[src/rtl/leaf_bft_endpoint_pkg.sv]
`default_nettype none
// ============================================================================
// Module   : leaf_bft_endpoint_pkg
// Brief    : Shared constants, packet field layout and control-state type
//            for the BFT leaf endpoint.
// Revision : 1.0 - initial release
// ============================================================================
package leaf_bft_endpoint_pkg;

    localparam int c_PKT_W    = 49;
    localparam int c_DATA_W   = 32;
    localparam int c_ADDR_W   = 5;
    localparam int c_PORT_W   = 4;
    localparam int c_SEQ_W    = 7;
    localparam int c_TX_DEPTH = 16;
    localparam int c_RX_DEPTH = 16;

    // Packet layout, MSB first: valid | addr | port | seq | data
    localparam int c_DATA_LSB  = 0;
    localparam int c_SEQ_LSB   = c_DATA_LSB + c_DATA_W;
    localparam int c_PORT_LSB  = c_SEQ_LSB + c_SEQ_W;
    localparam int c_ADDR_LSB  = c_PORT_LSB + c_PORT_W;
    localparam int c_VALID_BIT = c_ADDR_LSB + c_ADDR_W;

    typedef enum logic [1:0] {
        ST_IDLE  = 2'd0,
        ST_RUN   = 2'd1,
        ST_DRAIN = 2'd2
    } state_t;

endpackage
`default_nettype wire

[src/rtl/leaf_bft_endpoint_sync_fifo.sv]
`default_nettype none
// ============================================================================
// Module   : sync_fifo
// Brief    : Single-clock first-word-fall-through FIFO; the head entry is
//            visible on o_rdata whenever o_empty is low.
// Revision : 1.0 - initial release
// ============================================================================
module sync_fifo #(
    parameter int WIDTH = 8,
    parameter int DEPTH = 16
) (
    input  logic             clk,
    input  logic             rst,
    input  logic             i_wr,
    input  logic [WIDTH-1:0] i_wdata,
    input  logic             i_rd,
    output logic [WIDTH-1:0] o_rdata,
    output logic             o_full,
    output logic             o_empty
);

    localparam int c_AW = $clog2(DEPTH);

    logic [WIDTH-1:0] r_mem [DEPTH];
    logic [c_AW:0]    r_wr_ptr;
    logic [c_AW:0]    r_rd_ptr;

    // Callers only assert i_wr/i_rd when legal, so no guarding is done here.
    always_ff @(posedge clk) begin
        if (rst) begin
            r_wr_ptr <= '0;
            r_rd_ptr <= '0;
        end else begin
            if (i_wr) r_wr_ptr <= r_wr_ptr + 1'b1;
            if (i_rd) r_rd_ptr <= r_rd_ptr + 1'b1;
        end
    end

    always_ff @(posedge clk) begin
        if (i_wr) r_mem[r_wr_ptr[c_AW-1:0]] <= i_wdata;
    end

    assign o_rdata = r_mem[r_rd_ptr[c_AW-1:0]];
    assign o_empty = (r_wr_ptr == r_rd_ptr);
    assign o_full  = (r_wr_ptr[c_AW] != r_rd_ptr[c_AW]) &&
                     (r_wr_ptr[c_AW-1:0] == r_rd_ptr[c_AW-1:0]);

endmodule
`default_nettype wire

[src/rtl/leaf_bft_endpoint.sv]
`default_nettype none
// ============================================================================
// Module   : leaf_bft_endpoint
// Brief    : BFT leaf endpoint: packs upstream words into sequenced packets
//            toward the leaf and buffers incoming leaf packets downstream.
// Revision : 1.0 - initial release
// ============================================================================
module leaf_bft_endpoint
    import leaf_bft_endpoint_pkg::*;
#(
    parameter int PKT_W    = c_PKT_W,
    parameter int DATA_W   = c_DATA_W,
    parameter int ADDR_W   = c_ADDR_W,
    parameter int PORT_W   = c_PORT_W,
    parameter int SEQ_W    = c_SEQ_W,
    parameter int TX_DEPTH = c_TX_DEPTH,
    parameter int RX_DEPTH = c_RX_DEPTH
) (
    input  logic              clk,
    input  logic              reset,
    input  logic              start_req,
    input  logic              stop_req,
    input  logic [DATA_W-1:0] tx_data,
    input  logic [ADDR_W-1:0] tx_addr,
    input  logic [PORT_W-1:0] tx_port,
    input  logic              tx_valid,
    output logic              tx_ready,
    output logic [PKT_W-1:0]  din_leaf_bft2interface,
    input  logic [PKT_W-1:0]  dout_leaf_interface2bft,
    output logic              resend,
    output logic              ap_start,
    output logic [DATA_W-1:0] rx_data,
    output logic [ADDR_W-1:0] rx_addr,
    output logic [PORT_W-1:0] rx_port,
    output logic              rx_valid,
    input  logic              rx_ready,
    output logic [15:0]       drop_cnt
);

    localparam int c_ENT_W = ADDR_W + PORT_W + DATA_W;

    state_t             r_state;
    logic               r_ap_start;
    logic [PKT_W-1:0]   r_dout;
    logic [SEQ_W-1:0]   r_tx_seq;
    logic               r_resend;
    logic [15:0]        r_drop_cnt;

    logic               w_tx_push, w_tx_pop, w_tx_full, w_tx_empty;
    logic [c_ENT_W-1:0] w_tx_head;
    logic               w_rx_push, w_rx_pop, w_rx_full, w_rx_empty;
    logic [c_ENT_W-1:0] w_rx_wdata, w_rx_head;
    logic               w_active, w_in_valid, w_drop;
    logic               w_unused_seq;

    assign w_active   = (r_state != ST_IDLE);
    assign tx_ready   = !w_tx_full && (r_state == ST_RUN);
    assign w_tx_push  = tx_valid && tx_ready;
    assign w_tx_pop   = w_active && !w_tx_empty;

    assign w_in_valid = dout_leaf_interface2bft[c_VALID_BIT];
    assign rx_valid   = !w_rx_empty;
    assign w_rx_pop   = rx_valid && rx_ready;
    // A full RX FIFO still accepts when its head leaves in the same cycle.
    assign w_rx_push  = w_in_valid && (!w_rx_full || w_rx_pop);
    assign w_drop     = w_in_valid && !w_rx_push;
    assign w_rx_wdata = {dout_leaf_interface2bft[c_ADDR_LSB +: ADDR_W],
                         dout_leaf_interface2bft[c_PORT_LSB +: PORT_W],
                         dout_leaf_interface2bft[c_DATA_LSB +: DATA_W]};
    assign w_unused_seq = ^dout_leaf_interface2bft[c_SEQ_LSB +: SEQ_W];

    sync_fifo #(.WIDTH(c_ENT_W), .DEPTH(TX_DEPTH)) u_tx_fifo (
        .clk     (clk),
        .rst     (reset),
        .i_wr    (w_tx_push),
        .i_wdata ({tx_addr, tx_port, tx_data}),
        .i_rd    (w_tx_pop),
        .o_rdata (w_tx_head),
        .o_full  (w_tx_full),
        .o_empty (w_tx_empty)
    );

    sync_fifo #(.WIDTH(c_ENT_W), .DEPTH(RX_DEPTH)) u_rx_fifo (
        .clk     (clk),
        .rst     (reset),
        .i_wr    (w_rx_push),
        .i_wdata (w_rx_wdata),
        .i_rd    (w_rx_pop),
        .o_rdata (w_rx_head),
        .o_full  (w_rx_full),
        .o_empty (w_rx_empty)
    );

    always_ff @(posedge clk) begin
        if (reset) begin
            r_state    <= ST_IDLE;
            r_ap_start <= 1'b0;
        end else begin
            case (r_state)
                ST_IDLE: if (start_req) begin
                    r_state    <= ST_RUN;
                    r_ap_start <= 1'b1;
                end
                ST_RUN: if (stop_req) r_state <= ST_DRAIN;
                ST_DRAIN: begin
                    if (start_req) begin
                        r_state <= ST_RUN;
                    end else if (w_tx_empty && !r_dout[c_VALID_BIT]) begin
                        r_state    <= ST_IDLE;
                        r_ap_start <= 1'b0;
                    end
                end
                default: begin
                    r_state    <= ST_IDLE;
                    r_ap_start <= 1'b0;
                end
            endcase
        end
    end

    always_ff @(posedge clk) begin
        if (reset) begin
            r_dout   <= '0;
            r_tx_seq <= '0;
        end else if (w_tx_pop) begin
            r_dout   <= {1'b1, w_tx_head[c_ENT_W-1:DATA_W], r_tx_seq,
                         w_tx_head[DATA_W-1:0]};
            r_tx_seq <= r_tx_seq + 1'b1;
        end else begin
            r_dout   <= '0;
        end
    end

    always_ff @(posedge clk) begin
        if (reset) begin
            r_resend   <= 1'b0;
            r_drop_cnt <= '0;
        end else begin
            r_resend <= w_drop;
            if (w_drop && (r_drop_cnt != 16'hFFFF)) r_drop_cnt <= r_drop_cnt + 1'b1;
        end
    end

    assign din_leaf_bft2interface = r_dout;
    assign ap_start = r_ap_start;
    assign resend   = r_resend;
    assign drop_cnt = r_drop_cnt;
    assign rx_addr  = w_rx_head[c_ENT_W-1 -: ADDR_W];
    assign rx_port  = w_rx_head[DATA_W +: PORT_W];
    assign rx_data  = w_rx_head[DATA_W-1:0];

endmodule
`default_nettype wire

[config.mk]
export PLATFORM = sky130hd
export DESIGN_NAME = leaf_bft_endpoint
export DESIGN_NICKNAME = d
export VERILOG_FILES = /design/src/rtl/leaf_bft_endpoint_pkg.sv /design/src/rtl/leaf_bft_endpoint_sync_fifo.sv /design/src/rtl/leaf_bft_endpoint.sv
export SDC_FILE = /design/constraint.sdc
export NUM_CORES = 1
export LEC_CHECK = 0
export ABC_AREA = 1
export BUFFER_PORTS_ARGS = -buffer_cell sky130_fd_sc_hd__buf_2
export CORE_MARGIN = 4
export CORE_UTILIZATION = 44
export CTS_BUF_LIST = sky130_fd_sc_hd__clkbuf_8
export CTS_CLUSTER_DIAMETER = 50
export DETAILED_ROUTE_END_ITERATION = 8
export PLACE_DENSITY = 0.58
export SKIP_CTS_REPAIR_TIMING = 1
export SYNTH_ARGS = -nofsm -noshare
export SYNTH_HDL_FRONTEND = slang
export SYNTH_SLANG_ARGS = --single-unit
[constraint.sdc]
create_clock -name clk -period 7.5 [get_ports clk]
set_clock_uncertainty 0.05 [all_clocks]
set_input_delay 0.75 -clock clk [delete_from_list [all_inputs] [get_ports clk]]
set_output_delay 0.75 -clock clk [all_outputs]
set_load 0.01 [all_outputs]
# After elaboration in Yosys (flattened, before gate mapping)
# Memories as Yosys holds them, arrays and structs flattened. A register that Yosys moved wholly into a read port is not among the register bits.
# Index checks and enable logic that the tools add are counted.
# totals
mem_count	2
out_inout_bits	110
reg_bits	96
rom_bits	0
latchBits	0
wordCells	75
inputBits	96
ram_bits	1312
# op_classes
n_bitwise	2
order_cmp	0
n_reduce_logical	22
n_mux	18
addsub	6
eq_ne	14
multipliers	0
shift	0
div_mod_pow	0
# memory_table
name	depth	width	rd	rd_ports_with_merged_regs	wr	line	text
u_rx_fifo.r_mem	16	41	1	1	1	leaf_bft_endpoint_sync_fifo.sv:24	logic [WIDTH-1:0] r_mem [DEPTH];
u_tx_fifo.r_mem	16	41	1	1	1	leaf_bft_endpoint_sync_fifo.sv:24	
# op_table
cell	n
$mux 49	1
$add 5x1->5 const B	4
$add 16x1->16 const B	1
$mux 4	4
$ne 16x16->1 const B	1
$eq 5x5->1	2
$logic_and 1x1->1	10
$eq 4x4->1	2
$mux 2	4
$ne 2x2->1 const B	4
$add 7x1->7 const B	1
$mux 1	7
$logic_not 1->1	6
$pmux 2 s3	1
$reduce_and 4->1	1
$ne 3x3->1 const B	1
$pmux 1 s3	1
$reduce_and 3->1	1
$eq 2x1->1 const B	1
$eq 2x2->1 const B	1
$logic_not 2->1	1
$ne 1x1->1	2
$not 1->1	2
$reduce_bool 2->1	1
other kinds (2)	2

# Logic depth before layout (Yosys ltp)
# logic_depth
word_depth	8
depth_mapped	11
ltp_nobuf	10

# Hierarchy
# From an unflattened synthesis, not the netlist that was laid out.
# unflattened
cells_unflattened	5834
hier_area_um2	60565.6
# by_module_without_submodules
mod	seq_area_each_um2	area_each_um2	cells_each	instances
sync_fifo (u_tx_fifo)	19979.2	28851.4	2729	1
sync_fifo (u_rx_fifo)	19979.2	28846.4	2729	1
leaf_bft_endpoint	1521.5	2867.8	376	1

# Least setup slack after synthesis
# No wires, ideal clock.
# synth_timing
kind	input -> register
startpoint	input port rx_ready
endpoint	memory u_rx_fifo.r_mem[0][0] (netlist name), enable pin
required_time_ns	7.011
setup_ns	0.439
t_arrival_ns	3.047
n_path_buf	0
path_stages	6
slack_ns	3.963
path_cell_list	nor2_1 nand3_2 nand2_2 inv_1 nand2_1 nor2_1
# synth_via
elab_chain_len	5
# synth_rtl
element	line	text
start, declared	leaf_bft_endpoint.sv:36	input logic rx_ready,
$logic_and 1x1->1	leaf_bft_endpoint.sv:63	assign w_rx_pop = rx_valid && rx_ready;
$logic_or 1x1->1	leaf_bft_endpoint.sv:65	assign w_rx_push = w_in_valid && (!w_rx_full || w_rx_pop);
$logic_and 1x1->1	leaf_bft_endpoint.sv:65	
$mux 1	leaf_bft_endpoint_sync_fifo.sv:40	if (i_wr) r_mem[r_wr_ptr[c_AW-1:0]] <= i_wdata;
$mux 1 (implied by the code)	leaf_bft_endpoint_sync_fifo.sv:40	
end, declared	leaf_bft_endpoint_sync_fifo.sv:24	
# Every way passes these cells.

==> impl_metrics.csv <==
group,metric,value,unit
cells_and_area,nNetsFinal,4630,
critical_path,ff2ff_setup_slack,4.06,ns
detailed_routing,first_iter_violations,3478,
logic_synthesis,synth.ff_latch_count,1416,
grt,grt_pass1_wl,207000,µm
detailed_routing,wl_met3,10600,µm
clocking,clockBufferDepth,3,
critical_path,crit_type,"flop to output port",
detailed_routing,highest_layer,"met5",
logic_synthesis,synth_top_area_share,70.6,%
floorplan,rows,130,
timing,hold_viol,0,
critical_path,end_kind,"output port",
placement,post-dp-hpwl,64800,µm
critical_path,start_kind,"flop",
floorplan,io_pins,206,
detailed_routing,wire_per_inst,21.7,µm
timing,rsz0062_at_grt,"false",
logic_synthesis,seq_area_frac_synth,74.3,%
clocking,root_buffer,"clkbuf_8",
grt,grt_max_degree,273,
floorplan,dieArea,0.133,mm²
logic_synthesis,ys_async_sr_fraction,0,%
detailed_routing,first_pass_iters,5,
floorplan,die_w,364,µm
pwr,ir_worst_vdd,0.000189,V
clocking,path_clk_slew,0.06,ns
worst_hold_path,hold_path.class,"input pin to flop",
clocking,tritoncts,"yes",
logic_synthesis,ys.flop_type,"edfxtp_1",
cells_and_area,synthToLayoutAreaGrowth,12.2,%
clocking,htree_levels,4,
grt,overflow,0,
floorplan,start_util,44.4,%
outcome,status,"completed",
pwr,power_density,266,mW/mm²
cells_and_area,n_fill_cell,10895,
logic_synthesis,syn_inst,4328,
grt,track_usage,20.7,%
clocking,insertion_delay,0.91,ns
floorplan,die_h,364,µm
logic_synthesis,avgSynthCellArea,12.9,µm²
critical_path,critPathMaxFanout,129,
detailed_routing,ant_nets,0,
critical_path,cp.arrival,4.22,ns
logic_synthesis,yosys-top-cells-count,"edfxtp_1, o21ai_0, nor2_1, inv_1, nand3_1",
timing,relSlewSlack,7.80,%
placement,numPortBuffers,198,
detailed_routing,route.met2.wl,63900,µm
logic_synthesis,yosys_warnings,0,
clocking,clock-sinks,1416,
detailed_routing,wl_met1,61100,µm
logic_synthesis,synth-edff-count,1312,
detailed_routing,vias,34655,
logic_synthesis,post-synth-top-area-cell,"edfxtp_1",
detailed_routing,drc,0,
timing,setup_viol,0,
detailed_routing,via_per_inst,5.43,
cells_and_area,postLayoutCoreUtil,49.8,%
grt,grt_pass1_vias,33314,
timing,fin_crit_sh,66.9,%
floorplan,core_area,0.126,mm²
timing,maxSlewViolCount,0,
logic_synthesis,synth.distinct_cells,30,
detailed_routing,detail_route.wirelength,139000,µm
logic_synthesis,synth_area_leaders,"edfxtp_1, o21ai_0, dfxtp_1",
clocking,cts_buffers,227,
timing,fmax,199,MHz
critical_path,cp.required,6.70,ns
grt,antenna_found_initial,36,
logic_synthesis,synth_area,0.0558,mm²
flow_run,drv_cap,0,
pwr,p_leak,21.6,nW
logic_synthesis,synthesis.nets,4436,
cells_and_area,drive_above_1_share,12.7,%
timing,tightest_slew,1.38,ns
timing,totalNegativeSetupSlack,0,ns
timing,fin_crit,5.02,ns
placement,place_congestion,0.772,
logic_synthesis,synth.most_common_cell,"edfxtp_1",
[flip-flops by register name, indices dropped and copies added, names as in the netlist, named ones only]
register                count
ap_start                    1
din_leaf_bft2interface     49
drop_cnt                   16
r_state                     2
r_tx_seq                    7
resend                      1
u_rx_fifo.r_mem           656
u_rx_fifo.r_rd_ptr          5
u_rx_fifo.r_wr_ptr          5
u_tx_fifo.r_mem           656
u_tx_fifo.r_rd_ptr          5
u_tx_fifo.r_wr_ptr          5
[worst paths after layout]
check	start	end	cells past startpoint
worst max-delay path	flop	rx_data[13]	7
worst min-delay path	stop_req	r_state[0]	4
worst max register to register	u_tx_fifo.r_wr_ptr[3]	u_tx_fifo.r_mem[14][20]	8
worst min register to register	r_tx_seq[6]	r_tx_seq[6]	2
[area by class of cell]
cell class	instances	area, µm²	share of cell area (%)
inverters	382	1450	2.31
well taps	1650	2060	3.30
repair buffers	253	1450	2.32
flip-flops and latches	1416	41500	66.2
multi-input cells	2242	11800	18.8
clock inverters	173	903	1.44
diodes	13	32.5	0.0519
clock buffers	250	3440	5.49
[per-layer routing]
| layer | track usage [%] | vias to the layer above |
|---|---|---|
| met5 | 0 | - |
| met4 | 5.84 | 26 |
| met3 | 4.92 | 243 |
| met2 | 32.5 | 1119 |
| met1 | 28.9 | 17017 |
| li1 | - | 16250 |
[logic make-up (layout without fill, tap and decap cells)]
kind of cell,after synthesis,count (layout),share of synthesized area (%)
DFF,1416,1416,74.3
buffers and inverters,670,1058,5.02
adders and majority gates,12,12,0.269
other,0,13,0
AOI/OAI and AO/OA,1105,1105,11.8
and+or+nand+nor,1099,1099,8.27
xor gates and xnor gates,26,26,0.408
[power by group]
group	total [W]	internal [W]	leakage [nW]	switching (W)
Clock	0.00626	0.00324	2.60	0.00302
Sequential	0.00879	0.00871	12.7	0.0000858
Combinational	0.00162	0.000485	6.31	0.00113
Total	0.0167	0.0124	21.6	0.00424
[critical path: stages, from the launching register on]
cell and delay [ns]:
dfxtp_4 0.60, inv_8 0.69, buf_4 1.00, o21ai_0 0.18, o221ai_1 0.21, nand3_1 0.11
nand2_1 0.26, buf_2 0.19
[stage by stage]
| stage | cells | hold slack [ns] | power, W | worst slack [ns] | instance area [µm²] |
|---|---|---|---|---|---|
| final | 6379 | 0.102 | 0.0167 | 2.48 | 62700 |
| after detailed placement | 5943 | 0.406 | 0.0106 | 3.35 | 58300 |
| after floorplan | 4328 | 0.389 | 0.0101 | 3.96 | 55800 |
| after global routing | 6372 | 0.0298 | 0.0174 | 2.10 | 62600 |
| after global placement | 5943 | 0.403 | 0.0105 | 3.40 | 58300 |
| after CTS | 6366 | -0.0176 | 0.0168 | 2.34 | 62600 |
[layout by cell type (no fill, tap or decap), types with 18 or more instances in the layout]
master and count:
clkbuf_8 250, dfxtp_1 96, o21ai_0 448, o211ai_1 190, nor2_4 32, a21oi_1 242
edfxtp_1 1312, o21ai_1 58, buf_2 198, clkinv_1 33, clkinv_2 18, nand2_1 334
nor2_1 374, inv_1 475, nand3_1 337, o22ai_1 25, o221ai_1 139, xor2_1 18
buf_4 51
Power figures use the tool's default switching activity.
